==> config.mk <==
export PLATFORM = sky130hd
export DESIGN_NAME = b64_frame_tx
export DESIGN_NICKNAME = d
export VERILOG_FILES = /design/src/rtl/b64_pkg.sv /design/src/rtl/b64_frame_tx.sv
export SDC_FILE = /design/constraint.sdc
export NUM_CORES = 2
export LEC_CHECK = 0
export ABC_AREA = 0
export ABC_CLOCK_PERIOD_IN_PS = 2900
export CAP_MARGIN = 20
export CORE_AREA = 2 2 252 254
export CTS_CLUSTER_DIAMETER = 60
export DETAILED_ROUTE_END_ITERATION = 8
export DIE_AREA = 0 0 254 256
export PLACE_DENSITY = 0.76
export SLEW_MARGIN = 20
export SYNTH_ARGS = -nofsm -noshare
export SYNTH_HDL_FRONTEND = slang
export SYNTH_SLANG_ARGS = --single-unit
==> constraint.sdc <==
create_clock -name clk -period 2.9 [get_ports clk]
set_input_delay 0.725 -clock clk [delete_from_list [all_inputs] [get_ports clk]]
set_output_delay 0.725 -clock clk [all_outputs]
set_load 0.005 [all_outputs]
==> src/rtl/b64_pkg.sv <==
// b64_pkg: shared constants and FSM state type for the Base64 UART frame path.
package b64_pkg;

    localparam int B64_NCHAR = 80;
    localparam logic [7:0] CHAR_CR = 8'h0D;
    localparam logic [7:0] CHAR_LF = 8'h0A;

    typedef enum logic [1:0] {
        IDLE = 2'd0,
        SEND = 2'd1,
        TERM = 2'd2,
        DONE = 2'd3
    } state_t;

endpackage

==> src/rtl/b64_frame_tx.sv <==
// b64_frame_tx: captures one Base64 frame on start and streams it byte by byte over valid/ready.
// Define B64_CRLF_EN to append a CR/LF terminator after every frame.
module b64_frame_tx
    import b64_pkg::*;
#(
    parameter int NCHAR = B64_NCHAR
) (
    input  logic               clk,
    input  logic               rst_n,
    input  logic               start,
    input  logic [NCHAR*8-1:0] frame_in,
    input  logic               tx_ready,
    output logic [7:0]         tx_data,
    output logic               tx_valid,
    output logic               busy,
    output logic               done
);

    localparam int FW = NCHAR * 8;
    localparam int CW = (NCHAR > 1) ? $clog2(NCHAR) : 1;

    state_t        state_q, state_d;
    logic [FW-1:0] shreg_q, shreg_d;
    logic [CW-1:0] cnt_q, cnt_d;
`ifdef B64_CRLF_EN
    logic          term_q, term_d;
`endif

    always_ff @(posedge clk or negedge rst_n) begin
        if (!rst_n) begin
            state_q <= IDLE;
            shreg_q <= '0;
            cnt_q   <= '0;
`ifdef B64_CRLF_EN
            term_q  <= 1'b0;
`endif
        end else begin
            state_q <= state_d;
            shreg_q <= shreg_d;
            cnt_q   <= cnt_d;
`ifdef B64_CRLF_EN
            term_q  <= term_d;
`endif
        end
    end

    always_comb begin
        state_d  = state_q;
        shreg_d  = shreg_q;
        cnt_d    = cnt_q;
`ifdef B64_CRLF_EN
        term_d   = term_q;
`endif
        tx_valid = 1'b0;
        tx_data  = 8'h00;
        busy     = 1'b0;
        done     = 1'b0;
        case (state_q)
            IDLE: begin
                if (start) begin
                    shreg_d = frame_in;
                    cnt_d   = '0;
                    state_d = SEND;
                end
            end
            SEND: begin
                tx_valid = 1'b1;
                busy     = 1'b1;
                tx_data  = shreg_q[FW-1 -: 8];
                if (tx_ready) begin
                    shreg_d = shreg_q << 8;
                    // The counter holds on the last character so it never wraps.
                    if (cnt_q == CW'(NCHAR - 1)) begin
`ifdef B64_CRLF_EN
                        state_d = TERM;
`else
                        state_d = DONE;
`endif
                    end else begin
                        cnt_d = cnt_q + 1'b1;
                    end
                end
            end
`ifdef B64_CRLF_EN
            TERM: begin
                tx_valid = 1'b1;
                busy     = 1'b1;
                tx_data  = term_q ? CHAR_LF : CHAR_CR;
                if (tx_ready) begin
                    term_d  = ~term_q;
                    state_d = term_q ? DONE : TERM;
                end
            end
`endif
            DONE: begin
                done = 1'b1;
                // A start in the completion cycle chains straight into the next frame.
                if (start) begin
                    shreg_d = frame_in;
                    cnt_d   = '0;
                    state_d = SEND;
                end else begin
                    state_d = IDLE;
                end
            end
            default: state_d = IDLE;
        endcase
    end

endmodule
==> summary.txt <==
Global routing
  – Vias in the first global route: 22,700
  – GRT Total Usage: 25.7%
  – Initial antenna violation count: 43
  – Largest net degree at the start of global routing: 114
  – First-pass GRT wire length: 128,000 um
  – GRT overflow: 0

Synth
  – Synth Warn #: 0
  – Area leader, netlist: dfrtp_1
  – Synth area leaders: dfrtp_1, mux2i_1, o21ai_0
  – Net Count, Synth: 3,495
  – Synthesized area per cell: 10.4 um^2
  – Register area share after synthesis: 54.8%
  – Distinct cells, synth: 33
  – Post-Synthesis Cells: 2,847
  – FF+latch count, synth: 649
  – Yosys top cell area share: 54.8%
  – Post-Syn Area: 0.0296 mm^2

Cells and area
  – Layout cells sized above 1: 5.24%
  – Nets: 4,067
  – Most frequent cells in the layout: nand2_1, clkdlybuf4s50_1, dfrtp_1, mux2i_1, o21ai_0
  – Final Core Density: 63.2%
  – Final cell count without fillers: 4,347
  – Area grow syn2layout: 33.2%
  – Cell area after layout: 0.0395 mm^2

Worst setup path
  – R2R depth: 6
  – WS Path Type: register to primary output
  – CP arrival: 2.09 ns
  – Critical Path RT: 2.17 ns
  – Setup crit end kind: primary output
  – Worst-path maximum fanout: 9
  – CP startpoint kind: register

STA
  – RSZ-0062 raised after global routing: no
  – Skew final: 0.0309 ns
  – Slew Limit Fails: 0
  – Final Hold Viols: 0
  – Max Fclk: 356 MHz
  – Final period util: 97.0%
  – Worst hold slack: 0.0565 ns
  – Tightest Pin Transition: 0.883 ns
  – Setup Total Neg Slack: 0 ns
  – Worst setup margin: 0.0882 ns
  – Max-Slew Margin vs Limit: 41.2%
  – Final setup fails: 0
  – Crit path time final: 2.81 ns

Floorplan
  – Chip width: 254 um
  – Row Count: 92
  – IO Pins: 655
  – Core ar.: 0.0624 mm^2
  – Die Y: 256 um
  – Die area: 0.0650 mm^2
  – Initial Util: 47.5%

Drt
  – Post-route ant nets: 0
  – Via count: 22,500
  – DRT iter0 DRCs: 1,597
  – WL final: 84,400 um
  – WL/cell: 19.4 um
  – Vias per inst: 5.18
  – Remaining DRCs: 0
  – First drt pass iteration count: 6

Pwr
  – Final total power: 41.4 mW
  – Pwr/cell area: 1050 mW/mm^2
  – Pleak: 18.7 nW
  – Max VDD drop: 728 uV

Status
  – Outcome: finished, final reports clean

Clocking
  – CTS tree: built
  – Setup bufs post-CTS: 0
  – Hold_buf cts: 0
  – CTS sink cnt: 649
  – CTS clk-pin slew, worst paths: 0.06 ns
  – CTS Root Cell: clkbuf_16
  – CTS Buf Count: 71
  – H-tree depth: 3
  – CTS max path bufs: 3
  – Clock Latency Late Sink: 0.61 ns

Run
  – Max Cap Violations: 0

Place
  – IO Port Bufs: 654
  – Placed Area: 0.0371 mm^2
  – GP Congestion: 0.869
  – Pre-CTS WS: 0.337 ns
  – Placed Cells: 4,192
  – Post-DP HPWL: 61,400 um

Worst hold path
  – Worst min path class: input pin to async pin
-- state kept, by name, summed over array words and instances, names as in the netlist --
register,flops
state_q,2
cnt_q,7
shreg_q,640
-- routing by layer --
metal	track usage (%)	routed length, um	vias up
li1	-	-	11000
met1	32.8	34700	10700
met2	42.0	41400	568
met3	6.10	5280	181
met4	10.1	2710	36
met5	0	250	-
-- power by group --
group	total, mW	internal [mW]	switching [mW]
clock	9.04	5.30	3.74
combinational	16.5	7.27	9.20
sequential	15.9	13.4	2.52
-- path summary, 6_finish.rpt --
kind	to	from	slack, ns
setup / recovery	tx_data[7]	state_q[1]	0.09
hold / removal	shreg_q[475]	rst_n	0.06
setup reg to reg	shreg_q[298]	state_q[0]	0.30
hold reg to reg	shreg_q[4]	shreg_q[4]	0.47
max in group asynchronous	shreg_q[586]	rst_n	1.85
min in group clk	shreg_q[4]	shreg_q[4]	0.47
-- cell families after synthesis --
kind of cell               count (synthesis)  share of synthesized area (%)
and+or+nand+nor                          691                           9.04
buffers and inverters                    220                           3.48
AOI/OAI and AO/OA                        650                           11.1
adders and majority gates                  4                          0.169
muxes                                    633                           21.4
DFF                                      649                           54.8
-- Yosys cell counts (all sizes together) --
| cell type | instances |
|---|---|
| inv | 3 |
| and3 | 1 |
| nand2 | 652 |
| and2 | 9 |
| clkbuf | 85 |
| nor2 | 2 |
| nor3 | 1 |
| a21oi | 2 |
| clkinv | 1 |
| or2 | 2 |
| buf | 131 |
| and4b | 1 |
| nand4 | 1 |
| mux2i | 633 |
| nand2b | 5 |
| a2111oi | 1 |
| a211o | 1 |
| o21ai | 640 |
| a22o | 2 |
| nand3b | 1 |
| a22oi | 1 |
| dfrtp | 649 |
| ha | 4 |
| nand3 | 12 |
| nand4b | 1 |
| o311ai | 2 |
| o41ai | 1 |
| nor2b | 3 |
-- final cells by class --
class                      instances  area [um^2]
fill                            5065        22900
sequential                       649        16200
multi-input combinational       1978        12400
timing repair buffer             715         7370
clock buffer                     101         2090
tap                              846         1060
clock inverter                    25          228
antenna                           29         72.6
inverter                           4         15.0
-- worst max-delay path: stages (launching register included) --
cell and delay (ns):
dfrtp_1 0.40, inv_2 0.12, ha_4 0.21, and2_2 0.24
clkdlybuf4s50_1 0.52
-- timing repair --
action | in CTS | in global routing
setup endpoints to repair | 10 | 2
resized for setup | 4 | 1
pin swaps | 0 | 0
(Power assumes the default switching activity.)
